[src/rtl/ibus2ocp_pf.sv]
// Registered CPU instruction-bus to OCP read bridge with a one-entry sequential
// prefetch buffer; one OCP read outstanding at a time.
module ibus2ocp_pf #(
  parameter int ADDR_WIDTH  = 32,
  parameter int DATA_WIDTH  = 32,
  parameter bit PREFETCH_EN = 1'b1
) (
  input  logic                    clk,
  input  logic                    rst,
  input  logic [ADDR_WIDTH-1:0]   i_IAddr,
  input  logic                    i_IRdC,
  input  logic                    i_IFlush,
  output logic [DATA_WIDTH-1:0]   o_IData,
  output logic                    o_IRdy,
  output logic                    o_IErr,
  output logic [ADDR_WIDTH-1:0]   o_MAddr,
  output logic [2:0]              o_MCmd,
  output logic [DATA_WIDTH-1:0]   o_MData,
  output logic [DATA_WIDTH/8-1:0] o_MByteEn,
  input  logic                    i_SCmdAccept,
  input  logic [DATA_WIDTH-1:0]   i_SData,
  input  logic [1:0]              i_SResp
);

  // state   | meaning
  // IDLE    | waiting for a CPU fetch; buffer hits complete from here
  // CMD     | demand READ presented, waiting for SCmdAccept
  // RESP    | demand READ accepted, waiting for SResp
  // DONE    | o_IRdy high; decide whether to prefetch the next word
  // PF_CMD  | speculative READ presented, waiting for SCmdAccept
  // PF_RESP | speculative READ accepted, waiting for SResp
  typedef enum logic [2:0] {
    S_IDLE, S_CMD, S_RESP, S_DONE, S_PF_CMD, S_PF_RESP
  } state_t;

  localparam int                  BEN_WIDTH = DATA_WIDTH / 8;
  localparam logic [ADDR_WIDTH:0] STRIDE    = (ADDR_WIDTH + 1)'(BEN_WIDTH);
  localparam logic [2:0]          OCP_IDLE  = 3'b000;
  localparam logic [2:0]          OCP_READ  = 3'b010;

  state_t                  state_q;
  logic [ADDR_WIDTH-1:0]   maddr_q;
  logic [2:0]              mcmd_q;
  logic [DATA_WIDTH-1:0]   idata_q;
  logic                    irdy_q;
  logic                    ierr_q;
  logic                    buf_valid_q;
  logic [ADDR_WIDTH-1:0]   buf_addr_q;
  logic [DATA_WIDTH-1:0]   buf_data_q;
  logic                    last_dva_q;
  logic                    promoted_q;
  logic                    pf_flushed_q;

  logic [ADDR_WIDTH:0]     next_addr;
  logic                    resp_valid;
  logic                    resp_dva;
  logic                    buf_hit;
  logic                    pf_match;
  logic                    pf_take;

  // carry out of next_addr marks a prefetch that would wrap past the top
  assign next_addr  = {1'b0, maddr_q} + STRIDE;
  assign resp_valid = (i_SResp != 2'b00);
  assign resp_dva   = (i_SResp == 2'b01);
  assign buf_hit    = buf_valid_q && !i_IFlush && (i_IAddr == buf_addr_q);
  // a flushed prefetch may hold stale data, so it is never promoted
  assign pf_match   = i_IRdC && (i_IAddr == maddr_q) && !pf_flushed_q && !i_IFlush;
  assign pf_take    = promoted_q || pf_match;

  always_ff @(posedge clk or posedge rst) begin
    if (rst) begin
      state_q      <= S_IDLE;
      maddr_q      <= '0;
      mcmd_q       <= OCP_IDLE;
      idata_q      <= '0;
      irdy_q       <= 1'b0;
      ierr_q       <= 1'b0;
      buf_valid_q  <= 1'b0;
      buf_addr_q   <= '0;
      buf_data_q   <= '0;
      last_dva_q   <= 1'b0;
      promoted_q   <= 1'b0;
      pf_flushed_q <= 1'b0;
    end else begin
      irdy_q <= 1'b0;
      ierr_q <= 1'b0;
      case (state_q)
        S_IDLE: begin
          if (i_IRdC) begin
            if (buf_hit) begin
              idata_q     <= buf_data_q;
              irdy_q      <= 1'b1;
              buf_valid_q <= 1'b0;
              last_dva_q  <= 1'b0;
              state_q     <= S_DONE;
            end else begin
              maddr_q <= i_IAddr;
              mcmd_q  <= OCP_READ;
              state_q <= S_CMD;
            end
          end
        end
        S_CMD: begin
          if (i_SCmdAccept) begin
            mcmd_q  <= OCP_IDLE;
            state_q <= S_RESP;
          end
        end
        S_RESP: begin
          if (resp_valid) begin
            idata_q    <= i_SData;
            irdy_q     <= 1'b1;
            ierr_q     <= !resp_dva;
            last_dva_q <= resp_dva;
            state_q    <= S_DONE;
          end
        end
        S_DONE: begin
          if (PREFETCH_EN && last_dva_q && !next_addr[ADDR_WIDTH]) begin
            maddr_q      <= next_addr[ADDR_WIDTH-1:0];
            mcmd_q       <= OCP_READ;
            promoted_q   <= 1'b0;
            pf_flushed_q <= 1'b0;
            state_q      <= S_PF_CMD;
          end else begin
            state_q <= S_IDLE;
          end
        end
        S_PF_CMD: begin
          if (pf_match) promoted_q <= 1'b1;
          if (i_SCmdAccept) begin
            mcmd_q  <= OCP_IDLE;
            state_q <= S_PF_RESP;
          end
        end
        S_PF_RESP: begin
          if (resp_valid) begin
            if (pf_take) begin
              idata_q    <= i_SData;
              irdy_q     <= 1'b1;
              ierr_q     <= !resp_dva;
              last_dva_q <= resp_dva;
              state_q    <= S_DONE;
            end else begin
              if (resp_dva && !pf_flushed_q && !i_IFlush) begin
                buf_valid_q <= 1'b1;
                buf_addr_q  <= maddr_q;
                buf_data_q  <= i_SData;
              end
              state_q <= S_IDLE;
            end
          end else if (pf_match) begin
            promoted_q <= 1'b1;
          end
        end
        default: state_q <= S_IDLE;
      endcase
      if (i_IFlush) begin
        buf_valid_q <= 1'b0;
        if (state_q == S_PF_CMD || state_q == S_PF_RESP) pf_flushed_q <= 1'b1;
      end
    end
  end

  assign o_IData   = idata_q;
  assign o_IRdy    = irdy_q;
  assign o_IErr    = ierr_q;
  assign o_MAddr   = maddr_q;
  assign o_MCmd    = mcmd_q;
  assign o_MData   = '0;
  assign o_MByteEn = '1;

endmodule

[config.mk]
export PLATFORM = sky130hd
export DESIGN_NAME = ibus2ocp_pf
export DESIGN_NICKNAME = d
export VERILOG_FILES = /design/src/rtl/ibus2ocp_pf.sv
export SDC_FILE = /design/constraint.sdc
export NUM_CORES = 1
export LEC_CHECK = 0
export CORE_MARGIN = 8
export CORE_UTILIZATION = 47
export CTS_BUF_LIST = sky130_fd_sc_hd__clkbuf_8
export DETAILED_ROUTE_END_ITERATION = 6
export PLACE_DENSITY = 0.79
export SLEW_MARGIN = 20
export SYNTH_ARGS = -nofsm -noshare
export SYNTH_HDL_FRONTEND = slang
export SYNTH_SLANG_ARGS = --single-unit
[constraint.sdc]
create_clock -name clk -period 4.4 [get_ports clk]
set_clock_uncertainty 0.2 [all_clocks]
set_input_delay 0.88 -clock clk [delete_from_list [all_inputs] [get_ports clk]]
set_output_delay 0.88 -clock clk [all_outputs]
set_load 0.02 [all_outputs]
==> results of run 1 <==
-- placed cells by master, fill, tap and decap left out, drive strengths merged, types with 4 or more instances in the layout --
cell type / count
nor4: 17
conb: 38
inv: 20
or2: 4
a31oi: 9
nand2: 40
buf: 10
mux2: 120
dfrtp: 138
o31a: 9
nor2: 24
nor3: 18
o21ai: 44
o22ai: 5
xor2: 64
a21o: 5
nand4: 7
and3: 4
o31ai: 18
clkdlybuf4s50: 137
nand3: 23
a21oi: 37
clkbuf: 18
-- final timing paths --
check	start	to	slack, ns	depth (start not counted)
worst max-delay path	i_IAddr[27]	o_MAddr[30]$_DFFE_PP0P_	0.90	9
min in group asynchronous	rst	o_MAddr[12]$_DFFE_PP0P_	0.61	2
worst max register to register	o_MAddr[2]$_DFFE_PP0P_	o_MAddr[30]$_DFFE_PP0P_	1.27	8
max in group asynchronous	rst	buf_addr_q[20]$_DFFE_PP0P_	2.51	3
worst min-delay path	o_IData[5]$_DFFE_PP0P_	o_IData[5]$_DFFE_PP0P_	0.30	1
worst min register to register	o_IData[5]$_DFFE_PP0P_	o_IData[5]$_DFFE_PP0P_	0.30	1
-- metal layers --
metal  vias up  GRT usage, %  routed length, um
met5         -             0                 10
met4         2          6.92                461
met1      2882          24.4               8190
met3        42          8.16               2450
li1       2719             -                  -
met2       312          30.5               9150
-- through the flow --
stage	instance area, um^2	utilization (%)	total power [W]	setup slack [ns]	cells
final	9450	59.3	0.00598	0.903	1063
after global routing	9450	59.3	0.00632	0.749	1063
after detailed placement	9020	56.6	0.00487	0.510	1031
after global placement	9020	56.6	0.00482	0.562	1031
after CTS	9450	59.3	0.00602	0.988	1063
after floorplan	7810	-	0.00388	1.55	752
-- logic make-up after synthesis --
logic type               after synthesis  share of synthesized area [%]
other                                  2                         0.0979
adder cells (fa/ha/maj)                1                          0.163
AND/OR/NAND/NOR                      150                           9.91
XOR/XNOR                              64                           7.30
buffers and inverters                 99                           8.07
flip-flops                           138                           45.0
multiplexers                         121                           17.7
AO/OA/AOI/OAI                        141                           11.7
-- where the power goes --
part           leakage (nW)  internal [W]  total [W]  switching, W
sequential             1.83       0.00168    0.00215      0.000474
clock                 0.212      0.000589    0.00113      0.000543
combinational          2.31       0.00128    0.00270       0.00142
-- state kept, by name, indices dropped and copies added (netlist names) --
signal        flops
o_IErr            1
promoted_q        1
pf_flushed_q      1
buf_addr_q       32
state_q           3
o_IData          32
last_dva_q        1
o_MAddr          32
o_MCmd            1
buf_data_q       32
buf_valid_q       1
o_IRdy            1
-- cell usage after synthesis, drive strengths merged, types with 2 or more instances --
| cell | number | area, um^2 |
|---|---|---|
| mux2 | 120 | 1350 |
| buf | 66 | 493 |
| nand3 | 23 | 120 |
| or3 | 2 | 12.5 |
| a31oi | 9 | 77.6 |
| and2 | 2 | 12.5 |
| inv | 15 | 56.3 |
| conb | 2 | 7.51 |
| o22ai | 5 | 31.3 |
| clkbuf | 18 | 70.1 |
| dfrtp | 138 | 3450 |
| nor4b | 2 | 17.5 |
| nor3b | 2 | 15.0 |
| o31a | 9 | 78.8 |
| a2bb2oi | 3 | 26.3 |
| o21ai | 44 | 220 |
| a21oi | 37 | 185 |
| o31ai | 18 | 140 |
| nand2 | 40 | 150 |
| nand4 | 7 | 43.8 |
| nor4 | 17 | 121 |
| and3 | 4 | 26.3 |
| nor3 | 18 | 90.1 |
| or2 | 4 | 25.0 |
| nor2 | 24 | 90.1 |
| a21o | 5 | 37.5 |
| nand2b | 2 | 12.5 |
| xor2 | 64 | 561 |
-- layout make-up --
| class | count | area share [%] |
|---|---|---|
| inverter | 15 | 0.636 |
| multi-input combinational | 515 | 39.8 |
| tap | 216 | 2.86 |
| sequential | 138 | 36.5 |
| clock inverter | 14 | 1.95 |
| timing repair buffer | 147 | 15.6 |
| clock buffer | 18 | 2.62 |
-- critical path, delay by kind of cell --
| kind | cells | cell delay, ns |
|---|---|---|
| AND/OR/NAND/NOR | 3 | 1.16 |
| buffers and inverters | 2 | 0.86 |
| AO/OA/AOI/OAI | 3 | 0.51 |
| XOR/XNOR | 1 | 0.18 |
==> results.md, run 1 <==
* Flip-flop and latch count after synthesis at 138
* Yosys Warn Count at 0
* Reg clk slew, reported paths at 0.08 ns
* Max Slew Vio Count at 0
* CTS tree: done
* IO buf count at 137
* GRT overflow at 0
* Worst Max-Slew Pin Slew at 1.07 ns
* Area Overhead vs Synth at 23.2%
* Seq/Total Area, Yosys at 45.0%
* Setup TNS at 0 ns
* Routed wire length at 20300 um
* Gate Count Post-Synth at 716
* Area of the multi-input gates at 0.00376 mm^2
* Layout cells sized above 1 at 20.2%
* Static Leak at 4.36 nW
* RSZ-0062 raised after global routing: no
* Nets at 906
* Root Buffer: clkbuf_8
* CP Cell Sequence: clkdlybuf4s50_1 > xor2_1 > nor4_1 > nand4_1 > or3_1 > a31oi_4 > buf_4 > a211oi_1 > a2bb2oi_1
* CP Class: in2reg
* GRT Overall Usage at 19.8%
* Starting DRT DRC Count at 466
* Number of synthesized flops with an enable pin at 0
* Share of flip-flops with an asynchronous set or reset at 100%
* Worst Hold Slack at 0.300 ns
* Core Area at 0.0159 mm^2
* VDD IR max at 0.321 mV
* Most common flop cell mapped by yosys: dfrtp_1
* Residual DRC at 0
* Fin crit share at 79.5%
* Netlist Area Pre-Place at 0.00767 mm^2
* CP required at 4.49 ns
* Hpwl dp at 14400 um
* Chip Width at 144 um
* 1st-pass router iterations at 6
* Fmax at 0.286 GHz
* I/O pin total at 176
* Largest net degree at the start of global routing at 81
* Antenna Cells at 0
* Hold/Removal Path Class: reg2reg
* CTS-repair resized insts at 0
* Vias in the first global route at 5963
* CTS H-Tree Depth at 4
* ANT nets after route at 0
* Slowest-stage cell, CP: or3_1
* Starting Density at 48.1%
* MaxCap Viol Count at 0
* Die height at 144 um
* Power Density at 633 mW/mm^2
* CTS buffer count at 17
* Clock latency on the worst-skew pair at 0.46 ns
* Total number of vias at 5957
* DR WL/cell at 19.1 um
* CTS Sinks at 138
* Register area at 0.00345 mm^2
* Rel. slew slack at 28.5%
* Fill cells at 1348
* CP endpoint kind: register
* Post-CTS Repair Setup Buffers at 0
* Crit-path max FO at 28
* Worst path max stage delay at 0.52 ns
* # rows at 46
* Minimum clock period at 3.50 ns
* Arrival time worst endpoint at 3.59 ns
* Final GP Congestion at 0.905
* Status: finished clean
* Crit start category: input port
* Die ar. at 0.0207 mm^2
* Synth cell types at 57
* Mapped Avg Cell Area at 10.7 um^2
* Vias/cell at 5.60
* Final setup violation count at 0
* Clk buf depth at 2
* Final hold vios at 0
* Initial antenna violation count at 1
* Global-route wire length before repair at 31800 um
* Hold-fix buffer count after cts at 0
(Power assumes the default switching activity.)
==> run 2, diff against run 1 <==
==> constraint.sdc (replaced) <==
create_clock -name clk -period 3.05 [get_ports clk]
set_clock_uncertainty 0.2 [all_clocks]
set_input_delay 0.61 -clock clk [delete_from_list [all_inputs] [get_ports clk]]
set_output_delay 0.61 -clock clk [all_outputs]
set_load 0.02 [all_outputs]
==> run 2 against run 1 <==
  * Setup slack got worse by 0.89 ns
  * Sequential power rose by 39%
  * Combinational power rose by 64%
  * Global-route usage rose by 0.73 points
  * Critical path type unchanged
  * Largest power group unchanged
==> results.md, run 2 (synthesized netlist as in run 1, its figures left out) <==
* Switch share at 39.2% (was 40.7%)
* Fin crit share at 99.7%
* Final hold vios at 0 (unchanged)
* Vias in the first global route at 6228 (was 5963)
* Worst Max-Slew Pin Slew at 0.776 ns (was 1.07 ns)
* Hpwl dp at 15600 um (was 14400 um)
* Crit-path max FO at 23 (was 28)
* Core Area at 0.0159 mm^2 (unchanged)
* Static Leak at 4.66 nW (was 4.36 nW)
* CTS Sinks at 138 (unchanged)
* Nets at 961 (was 906)
* Clock latency on the worst-skew pair at 0.44 ns (was 0.46 ns)
* Clock Power Share at 18.1% (was 18.9%)
* DR WL/cell at 18.7 um (was 19.1 um)
* Final setup violation count at 0 (unchanged)
* Final setup margin at 0.00819 ns (was 0.903 ns)
* Final GP Congestion at 0.891 (was 0.905)
* Die ar. at 0.0207 mm^2 (unchanged)
* ANT nets after route at 0 (unchanged)
* Commonest cells after routing, fill and taps aside: 138 x dfrtp_1, 137 x clkdlybuf4s50_1, 115 x mux2_2 (unchanged)
* Routed wire length at 20800 um (was 20300 um)
* Global-route wire length before repair at 33000 um (was 31800 um)
* Pre-CTS setup slack at -0.411 ns (was 0.510 ns)
* Initial antenna violation count at 0 (was 1)
* GRT overflow at 0 (unchanged)
* I/O pin total at 176 (unchanged)
* CTS H-Tree Depth at 4 (unchanged)
* Antenna Cells at 0 (unchanged)
* Worst min-delay path startpoint: o_IData[5]$_DFFE_PP0P_ (unchanged)
* Fmax at 0.329 GHz
* Sequential power share at 32.9% (was 36.0%)
* Reg2reg start: o_MAddr[12]$_DFFE_PP0P_ (was o_MAddr[2]$_DFFE_PP0P_)
* Worst Hold Slack at 0.300 ns (about the same)
* IO buf count at 137 (unchanged)
* Hold/Removal Path Class: reg2reg (unchanged)
* Clk buf depth at 2 (unchanged)
* CTS tree: done (unchanged)
* 1st-pass router iterations at 6 (unchanged)
* Fill cells at 1293 (was 1348)
* Die height at 144 um (unchanged)
* Starting Density at 48.1% (unchanged)
* Register area at 0.00345 mm^2 (unchanged)
* CP Launch Point: i_IAddr[25] (was i_IAddr[27])
* # rows at 46 (unchanged)
* Largest net degree at the start of global routing at 36 (was 81)
* Arrival time worst endpoint at 3.16 ns (was 3.59 ns)
* MaxCap Viol Count at 0 (unchanged)
* Vias/cell at 5.46 (was 5.60)
* Max Slew Vio Count at 0 (unchanged)
* Starting DRT DRC Count at 485 (was 466)
* Area of the multi-input gates at 0.00380 mm^2 (was 0.00376 mm^2)
* CP endpoint kind: register (unchanged)
* Post-CTS Repair Setup Buffers at 0 (unchanged)
* Total number of vias at 6096 (was 5957)
* CTS buffer count at 17 (unchanged)
* Root Buffer: clkbuf_8 (unchanged)
* Commonest non-fill, non-tap cell in the layout: dfrtp_1 (unchanged)
* Residual DRC at 0 (unchanged)
* Internal at 0.00551 W (was 0.00355 W)
* VDD IR max at 0.582 mV (was 0.321 mV)
* Crit start category: input port (unchanged)
* Logic pwr share at 49.0% (was 45.1%)
* Minimum clock period at 3.04 ns
* Rel. slew slack at 48.2% (was 28.5%)
* Status: finished clean (unchanged)
* GRT Overall Usage at 20.5% (was 19.8%)
* Chip Width at 144 um (unchanged)
* CP required at 3.17 ns (was 4.49 ns)
* Layout cells sized above 1 at 25.4% (was 20.2%)
* Reg clk slew, reported paths at 0.08 ns (about the same)
* Power Density at 907 mW/mm^2 (was 633 mW/mm^2)
* NetSw at 0.00355 W (was 0.00244 W)
* CP Class: in2reg (unchanged)
* Hold-fix buffer count after cts at 0 (unchanged)
* Area Overhead vs Synth at 30.2% (was 23.2%)
-- run 2: worst paths after layout --
check                                        endpoint  slack [ns]  depth (start not counted)
min reg2reg                    o_IData[5]$_DFFE_PP0P_        0.30                          1
min                            o_IData[5]$_DFFE_PP0P_        0.30                          1
max                         buf_addr_q[4]$_DFFE_PP0P_       0.008                          8
min in group asynchronous   buf_addr_q[6]$_DFFE_PP0P_        0.44                          2
max in group asynchronous  buf_data_q[10]$_DFFE_PP0P_        1.54                          3
max reg2reg                 buf_addr_q[4]$_DFFE_PP0P_        0.21                          7
-- run 2: layer usage --
metal / routed length, um / vias to the layer above / global-route usage (%)
met3: 2200 / 33 / 7.30
met1: 8600 / 2950 / 25.5
met5: 0 / - / 0
met2: 9570 / 289 / 32.2
li1: - / 2824 / -
met4: 472 / 0 / 7.30
-- run 2: layout make-up --
type,count,area share [%]
clock buffer,19,2.62
sequential,138,34.6
timing repair buffer,202,19.7
multi-input combinational,515,38.0
tap,216,2.71
clock inverter,12,1.74
inverter,15,0.601
-- run 2: timing repair --
action                                  4_1_cts  5_1_grt
endpoints found under the setup margin        0      101
endpoints found under the hold margin         0        0
resized for setup                             0        6
-- run 2: metrics by stage --
stage          instances  area, um^2  setup TNS [ns]  power, W  utilization, %
2_1_floorplan        752        7810               0   0.00559               -
3_3_place_gp        1086        9520          -38.92   0.00734            59.7
3_5_place_dp        1086        9520          -43.73   0.00743            59.7
4_1_cts             1117        9950               0   0.00910            62.4
5_1_grt             1117        9990         -0.0524   0.00958            62.7
6_report            1117        9990               0   0.00906            62.7
-- run 2: power by group through the flow --
stage,clock network (W),registers [W],logic (W)
final,0.00164,0.00298,0.00444
after global routing,0.00176,0.00305,0.00477
after CTS,0.00167,0.00297,0.00446
after detailed placement,0,0.00300,0.00443
after floorplan,0,0.00330,0.00229
after global placement,0,0.00298,0.00436
-- run 2: critical path: stages --
cell and delay [ns]:
clkdlybuf4s50_1 0.53, xor2_1 0.22, nor4_1 0.40, nand3_1 0.28
o31ai_4 0.30, or3_2 0.26, buf_12 0.20, mux2_2 0.35
